## src/rtl/fir_tap_buffer.sv

```systemverilog
`default_nettype none
// ============================================================================
// Module      : fir_tap_buffer
// Description : FIR coefficient store. Unpacks the 32-bit H stream (two taps
//               per word) into NB_TAPS parallel tap registers and flags when
//               the load has completed. The optional macro
//               FIR_TAP_BUFFER_REVERSE_EN stores the taps in reverse order.
// Revision    : 1.0 - initial release
// ============================================================================
module fir_tap_buffer #(
  parameter int NB_TAPS   = 50,
  parameter int TAP_WIDTH = 16
) (
  input  logic                                clk_i,
  input  logic                                rst_i,
  input  logic                                clear_i,
  input  logic                                start_i,
  input  logic                                h_valid_i,
  output logic                                h_ready_o,
  input  logic [2*TAP_WIDTH-1:0]              h_data_i,
  output logic [NB_TAPS-1:0][TAP_WIDTH-1:0]   taps_o,
  output logic                                done_o,
  output logic                                full_o
);

  localparam int              c_nwords    = (NB_TAPS + 1) / 2;
  localparam int              c_cnt_w     = $clog2(c_nwords + 1);
  localparam logic [c_cnt_w-1:0] c_last_word = c_cnt_w'(c_nwords - 1);

  typedef enum logic [1:0] {
    ST_IDLE = 2'd0,
    ST_LOAD = 2'd1,
    ST_FULL = 2'd2
  } state_t;

  state_t               r_state;
  state_t               w_state_nxt;
  logic [c_cnt_w-1:0]   r_cnt;
  logic [c_cnt_w-1:0]   w_cnt_nxt;
  logic                 r_done;
  logic                 w_done_nxt;
  logic                 w_hs;
  logic                 w_last;

  // Ready comes from state only, never from h_valid_i.
  assign h_ready_o = (r_state == ST_LOAD);
  assign w_hs      = h_valid_i & h_ready_o;
  assign w_last    = (r_cnt == c_last_word);
  assign done_o    = r_done;
  assign full_o    = (r_state == ST_FULL);

  always_ff @(posedge clk_i or posedge rst_i) begin
    if (rst_i) begin
      r_state <= ST_IDLE;
      r_cnt   <= '0;
      r_done  <= 1'b0;
    end else begin
      r_state <= w_state_nxt;
      r_cnt   <= w_cnt_nxt;
      r_done  <= w_done_nxt;
    end
  end

  always_comb begin
    w_state_nxt = r_state;
    w_cnt_nxt   = r_cnt;
    w_done_nxt  = 1'b0;
    if (clear_i) begin
      w_state_nxt = ST_IDLE;
      w_cnt_nxt   = '0;
    end else begin
      case (r_state)
        ST_IDLE: begin
          if (start_i) begin
            w_state_nxt = ST_LOAD;
            w_cnt_nxt   = '0;
          end
        end
        ST_LOAD: begin
          // A restart abandons the partial load even on the final word.
          if (start_i) begin
            w_state_nxt = ST_LOAD;
            w_cnt_nxt   = '0;
          end else if (w_hs) begin
            if (w_last) begin
              w_state_nxt = ST_FULL;
              w_cnt_nxt   = '0;
              w_done_nxt  = 1'b1;
            end else begin
              w_cnt_nxt = r_cnt + c_cnt_w'(1);
            end
          end
        end
        ST_FULL: begin
          if (start_i) begin
            w_state_nxt = ST_LOAD;
            w_cnt_nxt   = '0;
          end
        end
        default: begin
          w_state_nxt = ST_IDLE;
          w_cnt_nxt   = '0;
        end
      endcase
    end
  end

  // Each output slot knows statically which memory tap it holds, so a write
  // is just a compare of the word counter against that tap's word index.
  // With odd NB_TAPS no slot maps to the upper half of the final word.
  for (genvar gi = 0; gi < NB_TAPS; gi++) begin : g_tap
`ifdef FIR_TAP_BUFFER_REVERSE_EN
    localparam int c_mem_idx = NB_TAPS - 1 - gi;
`else
    localparam int c_mem_idx = gi;
`endif
    localparam logic [c_cnt_w-1:0] c_word = c_cnt_w'(c_mem_idx / 2);
    localparam bit                 c_hi   = ((c_mem_idx % 2) == 1);

    logic [TAP_WIDTH-1:0] r_tap;
    logic [TAP_WIDTH-1:0] w_src;

    assign w_src = c_hi ? h_data_i[2*TAP_WIDTH-1:TAP_WIDTH] : h_data_i[TAP_WIDTH-1:0];

    always_ff @(posedge clk_i or posedge rst_i) begin
      if (rst_i) begin
        r_tap <= '0;
      end else if (clear_i) begin
        r_tap <= '0;
      end else if (w_hs && (r_cnt == c_word)) begin
        r_tap <= w_src;
      end
    end

    assign taps_o[gi] = r_tap;
  end

endmodule
`default_nettype wire

```

## config.mk

```make
export PLATFORM = sky130hd
export DESIGN_NAME = fir_tap_buffer
export DESIGN_NICKNAME = d
export VERILOG_FILES = /design/src/rtl/fir_tap_buffer.sv
export SDC_FILE = /design/constraint.sdc
export NUM_CORES = 1
export LEC_CHECK = 0
export CAP_MARGIN = 20
export CELL_PAD_IN_SITES_DETAIL_PLACEMENT = 0
export CELL_PAD_IN_SITES_GLOBAL_PLACEMENT = 2
export CORE_AREA = 2 2 330 332
export DETAILED_ROUTE_END_ITERATION = 8
export DIE_AREA = 0 0 332 334
export GPL_ROUTABILITY_DRIVEN = 0
export PLACE_DENSITY = 0.9
export SETUP_SLACK_MARGIN = 0.02
export SLEW_MARGIN = 40
export SYNTH_ARGS = -nofsm -noshare
export SYNTH_HDL_FRONTEND = slang
export SYNTH_SLANG_ARGS = --single-unit
```

## constraint.sdc

```tcl
create_clock -name clk_i -period 83.2 [get_ports clk_i]
set_input_delay 16.64 -clock clk_i [delete_from_list [all_inputs] [get_ports clk_i]]
set_output_delay 16.64 -clock clk_i [all_outputs]
set_load 0.05 [all_outputs]
```

==> run summary, run 1 <==
Period utilization -> 0.236
Clock transition time at the flip-flop clock pins of the worst setup and hold paths -> 60 ps
Critical setup path kind -> input port to asynchronous set/reset pin
HPWL after detailed placement -> 86.0 mm
H-Tree Depth -> 3
Port Buffers -> 839
Leakage power of the design -> 24.6 nW
FFs w/ async S/R, synth -> 1.00
Number of endpoints failing setup at the final stage -> 0
Mapped Nets -> 2,883
Synth warn -> 0
Number of placement rows -> 121
Final routed wire length divided by cell count -> 25.8 µm
Total negative setup slack -> 0 ps
Clk buf depth -> 3
Combinational share of power -> 0.050
Number of cells produced by synthesis -> 2,841
DRC -> 0
Maximum VDD drop -> 0.0169 mV
Max-cap check violation count -> 0
Global route overflow -> 0
Simple-gate portion of the synthesized area -> 0.162
Slew @ Worst Pin -> 885 ps
Ys flop type -> dfrtp_1
Setup repair after global routing missed its margin -> false
Worst clock skew on the final layout -> 19.0 ps
Wire length reported by the detailed router -> 130 mm
Post-CTS setup buffers -> 0
Filler cell count in the final layout -> 9,891
Number of synthesized register bits -> 808
Antenna violation net count after detailed routing -> 0
Total via count in the routed design -> 24,600
Number of enable flip-flop cells after synthesis -> 0
Fraction of synthesized area in multiplexers -> 0.209
Placed instance area -> 45,100 µm²
Fraction of synthesized cell area taken by the top area cell type -> 0.574
Core region area -> 108,000 µm²
Count of placed standard cells in the final layout, fillers left out -> 5,050
Critical-path maximum fanout -> 114
Relative slew slack -> 0.410
Largest family of logic cells by synthesized area -> multiplexers
Post-synth cell types -> 40
Area delta synth->final -> 36.9%
Sort of element at the start of the critical path -> input port
Switching pwr -> 0.200 mW
Worst hold slack -> 522 ps
Die width -> 332 µm
Power per unit of standard cell area -> 17.8 nW/µm²
Flip-flop and latch area -> 20,200 µm²
First-pass GRT wire length -> 186 mm
Result of the run -> completed
Pin count of the biggest net entering global routing -> 143
Register share of total power -> 0.460
Fraction of the mapped netlist area in compound gates -> 0.0156
Via count of the first global-routing pass -> 24,900
Total routing usage reported by global routing -> 0.230
Final hold violations -> 0
Path category of the worst min-delay check -> flop to flop
Initial Util -> 0.327
Post-synthesis adder-cell area fraction -> 0.00178
Area share of xor/xnor cells in the synthesized design -> 0
Area of all placed cells without fillers -> 48,200 µm²
DIE HEIGHT -> 334 µm
Number of clock buffers inserted by TritonCTS -> 88
First-iteration detailed-routing DRC count -> 1,767
Data arrival time of the worst path -> 20,350 ps
Syn Std Cell Area -> 35,200 µm²
Average cell area after synthesis -> 12.4 µm²
Achievable frequency -> 50.9 MHz
Required @ worst endpoint -> 83,890 ps
Category of the worst setup path capture point -> asynchronous set/reset pin
Cell count after placement -> 4,885
Sequential cell area fraction in the yosys report -> 0.574
Sw Share -> 0.233
Number of sinks handled by clock tree synthesis -> 808
Number of max-slew violations in the final report -> 0
TritonCTS clock tree -> yes
Final critical delay including setup and external delays -> 19,660 ps
Pint -> 0.657 mW
Net count, final -> 3,606
Post-synth top area cell -> dfrtp_1
Gates resized, CTS repair -> 0
Clock insertion delay at the later pin of the skew report -> 650 ps
Number of I/O pins -> 840
Area contributors post-synth -> dfrtp_1, mux2i_1, nand2b_1, clkbuf_1, a21oi_1
DR pass1 iterations -> 5
Cell at the root of the clock tree -> clkbuf_16
Die outline area -> 111,000 µm²
Antenna violations before repair -> 7
Most frequent cells after synthesis -> dfrtp_1, nand2b_1, mux2i_1
Footprint of the multi-input gates -> 14,000 µm²
Relative contribution of the clock network to total power -> 0.490
Fraction of layout cells with a size suffix above 1 -> 0.0704
Via-per-instance ratio -> 4.87
Hold-fix buffers, CTS -> 0
Top-count cell post-synth -> dfrtp_1
## logic make-up (layout without fill, tap and decap cells)
| family | after synthesis | count (layout) |
|---|---|---|
| simple gates | 917 | 917 |
| flops | 808 | 808 |
| mux | 737 | 737 |
| buf+inv | 268 | 1061 |
| compound gates | 106 | 106 |
| fa+ha+maj | 5 | 5 |
| other cells | 0 | 2 |
## stage by stage
stage	power [mW]	worst slack (ps)	utilization
after CTS	0.867	63130	0.447
final	0.857	63540	0.447
after floorplan	0.426	43870	-
after global routing	0.886	63060	0.447
after global placement	0.444	62100	0.413
after detailed placement	0.445	62390	0.418
## worst max-delay path, stage by stage
cell and delay (ps):
clkdlybuf4s50_1 510, clkinv_8 410, buf_4 680, buf_6 560, buf_6 560, buf_4 680
## power groups by stage
stage	clock network, mW	logic, mW	registers (mW)
after CTS	0.429	0.0439	0.394
after floorplan	0	0.0221	0.404
after global placement	0	0.0429	0.401
after detailed placement	0	0.0438	0.401
final	0.420	0.0429	0.394
after global routing	0.446	0.0459	0.394
## state kept, by name, summed over array words and instances (netlist names)
name	cells
done_o	1
g_tap.r_tap	800
r_cnt	5
r_state	2
## cell type report
type,count,area share
clock buffers,128,0.0538
flip-flops and latches,808,0.419
multi-input cells,1765,0.289
clock inverters,32,0.0102
well taps,1414,0.0367
diodes,2,0.000104
repair buffers,894,0.190
inverters,7,0.000804
## path summary, 6_finish.rpt
check                                   start                   to  slack, ps  cells after the start
min in group asynchronous               rst_i  g_tap[16].r_tap[12]      16440                      2
setup reg to reg                     r_cnt[0]   g_tap[17].r_tap[8]      80460                      7
hold reg to reg            g_tap[30].r_tap[1]   g_tap[30].r_tap[1]        520                      2
max in group clk_i                 r_state[1]               full_o      64280                      2
hold / removal             g_tap[30].r_tap[1]   g_tap[30].r_tap[1]        520                      2
setup / recovery                        rst_i   g_tap[38].r_tap[1]      63540                      6
## placed cells by master, fill, tap and decap left out, drive strengths merged, types with 35 or more instances in the layout
cell type | netlist | final
clkdlybuf4s50 | 0 | 837
dfrtp | 808 | 808
nand2b | 769 | 769
mux2i | 737 | 737
clkbuf | 168 | 128
nand2 | 66 | 66
a21oi | 65 | 65
buf | 93 | 57
nand3 | 54 | 54
o21ai | 35 | 35
## layer usage
layer | vias to the layer above | track usage | wire [µm] | part of all wire
met5 | - | 0 | 48 | 0.00037
met2 | 859 | 0.367 | 61200 | 0.47
met3 | 202 | 0.0706 | 10300 | 0.079
met1 | 12700 | 0.292 | 54000 | 0.41
met4 | 8 | 0.0877 | 4710 | 0.036
li1 | 10800 | - | - | -
(Power assumes the default switching activity.)
==> run 2, diff against run 1 <==
--- a/config.mk
+++ b/config.mk
@@ -8,11 +8,12 @@
 export CAP_MARGIN = 20
 export CELL_PAD_IN_SITES_DETAIL_PLACEMENT = 0
 export CELL_PAD_IN_SITES_GLOBAL_PLACEMENT = 2
-export CORE_AREA = 2 2 330 332
+export CORE_ASPECT_RATIO = 1.25
+export CORE_MARGIN = 2
+export CORE_UTILIZATION = 33
 export DETAILED_ROUTE_END_ITERATION = 8
-export DIE_AREA = 0 0 332 334
 export GPL_ROUTABILITY_DRIVEN = 0
-export PLACE_DENSITY = 0.9
+export PLACE_DENSITY = 0.91
 export SETUP_SLACK_MARGIN = 0.02
 export SLEW_MARGIN = 40
 export SYNTH_ARGS = -nofsm -noshare
==> constraint.sdc (replaced) <==
create_clock -name clk_i -period 18.75 [get_ports clk_i]
set_input_delay 3.75 -clock clk_i [delete_from_list [all_inputs] [get_ports clk_i]]
set_output_delay 3.75 -clock clk_i [all_outputs]
set_load 0.05 [all_outputs]
==> run 2 against run 1 <==
Clock skew rose by 20 ps. Via count decreased by 0.33%. Sequential power grew to 4.4 times the previous value. Worst hold slack worse by 2.0 ps. Combinational power grew to 4.6 times the previous value. Register-to-register slack worse by 65000 ps. Sequential share of layout area grew 0.13 points. Cell count grew 0.14%.
==> run summary, run 2 (same netlist as run 1, synthesis figures left out) <==
H-Tree Depth -> 3 (unchanged)
TritonCTS clock tree -> yes
Hold-fix buffers, CTS -> 0 (unchanged)
Fraction of layout cells with a size suffix above 1 -> 0.0684 (-0.00203)
Clock transition time at the flip-flop clock pins of the worst setup and hold paths -> 60 ps (about the same)
Total routing usage reported by global routing -> 0.235 (+0.00558)
Setup crit start -> rst_i
Total negative setup slack -> 0 ps (unchanged)
Slew @ Worst Pin -> 867 ps (-17.7 ps)
Sort of element at the start of the critical path -> input port
Clk buf depth -> 3 (unchanged)
Maximum VDD drop -> 0.0749 mV (+340%)
Port Buffers -> 839 (unchanged)
Die width -> 296 µm (-11%)
Number of I/O pins -> 840 (unchanged)
Antenna violation net count after detailed routing -> 0 (unchanged)
Data arrival time of the worst path -> 7050 ps (-13,300 ps)
Period utilization -> 0.337
Startpoint of the most critical register-to-register path -> r_state[1]
Startpoint of the worst hold path -> g_tap[30].r_tap[14]
Most used cells in the layout excluding fill and tap cells -> clkdlybuf4s50_1, dfrtp_1, nand2b_1, mux2i_1, clkbuf_16
Number of max-slew violations in the final report -> 0 (unchanged)
Number of flip-flops in the largest register -> 800 (unchanged)
Critical-path maximum fanout -> 101 (-11%)
Pin count of the biggest net entering global routing -> 167 (+17%)
Total Power Consumption -> 3.71 mW (+330%)
Area delta synth->final -> 36.5%
Total via count in the routed design -> 24,500 (-0.33%)
Number of sinks handled by clock tree synthesis -> 808 (unchanged)
Minimum setup slack among reg-to-reg paths -> 15,860 ps (-64,600 ps)
First-iteration detailed-routing DRC count -> 1,617 (-8.5%)
Setup repair after global routing missed its margin -> false
Net count, final -> 3,598 (-0.22%)
Gates resized, CTS repair -> 0 (unchanged)
First-pass GRT wire length -> 186 mm (-0.24%)
Critical setup path kind -> input port to asynchronous set/reset pin
Post-CTS setup buffers -> 0 (unchanged)
Commonest non-fill, non-tap cell in the layout -> clkdlybuf4s50_1
Max-cap check violation count -> 0 (unchanged)
Core region area -> 106,000 µm² (-1.4%)
Via-per-instance ratio -> 4.84 (-0.46%)
Die outline area -> 109,000 µm² (-1.4%)
Worst clock skew on the final layout -> 38.6 ps (+19.6 ps)
Category of the worst setup path capture point -> asynchronous set/reset pin
Leakage power of the design -> 24.5 nW (-0.37%)
Via count of the first global-routing pass -> 24,900 (-0.12%)
HPWL after detailed placement -> 84.8 mm (-1.4%)
Achievable frequency -> 158 MHz
Path category of the worst min-delay check -> flop to flop
Final routed wire length divided by cell count -> 26.0 µm (+0.70%)
Required @ worst endpoint -> 19,480 ps (-64,410 ps)
Global route overflow -> 0 (unchanged)
DR pass1 iterations -> 5 (unchanged)
Cell at the root of the clock tree -> clkbuf_16
Wire length reported by the detailed router -> 131 mm (+0.84%)
Worst hold slack -> 520 ps (-2.02 ps)
Final critical delay including setup and external delays -> 6320 ps
Power per unit of standard cell area -> 77.2 nW/µm² (+330%)
DRC -> 0 (unchanged)
Number of clock buffers inserted by TritonCTS -> 87 (-1.1%)
Result of the run -> completed
Number of endpoints failing setup at the final stage -> 0 (unchanged)
Largest registers -> g_tap.r_tap: 800 flops, r_cnt: 5 flops, r_state: 2 flops
DIE HEIGHT -> 369 µm (+11%)
Antenna violations before repair -> 7 (unchanged)
Filler cell count in the final layout -> 9,840 (-0.52%)
Number of placement rows -> 134 (+11%)
Final hold violations -> 0 (unchanged)
Clock insertion delay at the later pin of the skew report -> 690 ps (+40 ps)
Register containing the most flip-flops in the final layout -> g_tap.r_tap
Relative slew slack -> 0.422 (+0.0118)
Initial Util -> 0.331 (+0.00460)
## run 2: area by class of cell
| cell class | instances | area [µm²] | share of cell area |
|---|---|---|---|
| flip-flops and latches | 808 | 20200 | 0.421 |
| multi-input cells | 1765 | 14000 | 0.291 |
| repair buffers | 887 | 9120 | 0.190 |
| clock buffers | 123 | 2480 | 0.0517 |
| well taps | 1428 | 1790 | 0.0372 |
| clock inverters | 35 | 432 | 0.00898 |
| inverters | 7 | 30.0 | 0.000625 |
| diodes | 4 | 10.0 | 0.000208 |
## run 2: worst paths after layout
path                                        to  depth (start not counted)
max in group clk_i                   h_ready_o                          2
min in group asynchronous  g_tap[36].r_tap[10]                          2
max reg2reg                g_tap[24].r_tap[13]                          4
min reg2reg                g_tap[30].r_tap[14]                          2
min                        g_tap[30].r_tap[14]                          2
max                         g_tap[40].r_tap[5]                          8
## run 2: power breakdown
part           leakage, nW  internal [mW]  switching, mW
clock network         1.41           1.00          0.764
logic                 11.8         0.0560          0.140
registers             11.3           1.75        0.00230
total                 24.5           2.81          0.906
## run 2: metrics by stage
stage | setup slack [ps] | utilization | cell area (µm²) | cells
after floorplan | 3910 | - | 35200 | 2841
after detailed placement | 11710 | 0.424 | 45100 | 4892
after CTS | 12430 | 0.451 | 48000 | 5050
after global routing | 12050 | 0.452 | 48100 | 5055
after global placement | 11090 | 0.419 | 44600 | 4877
final | 12430 | 0.452 | 48100 | 5057
## run 2: routing by layer
layer	wire length, µm	vias up	GRT usage	share of wire
met1	52800	12600	0.287	0.40
met4	4070	0	0.0783	0.031
met5	0	-	0	0
met2	64600	881	0.398	0.49
met3	9910	181	0.0660	0.075
li1	-	10900	-	-
## run 2: worst max-delay path: stages
cell             delay (ps)
clkdlybuf4s50_1         440
clkinvlp_4              210
buf_16                  200
buf_12                  330
buf_16                  400
buf_12                  310
buf_16                  420
buf_6                   650
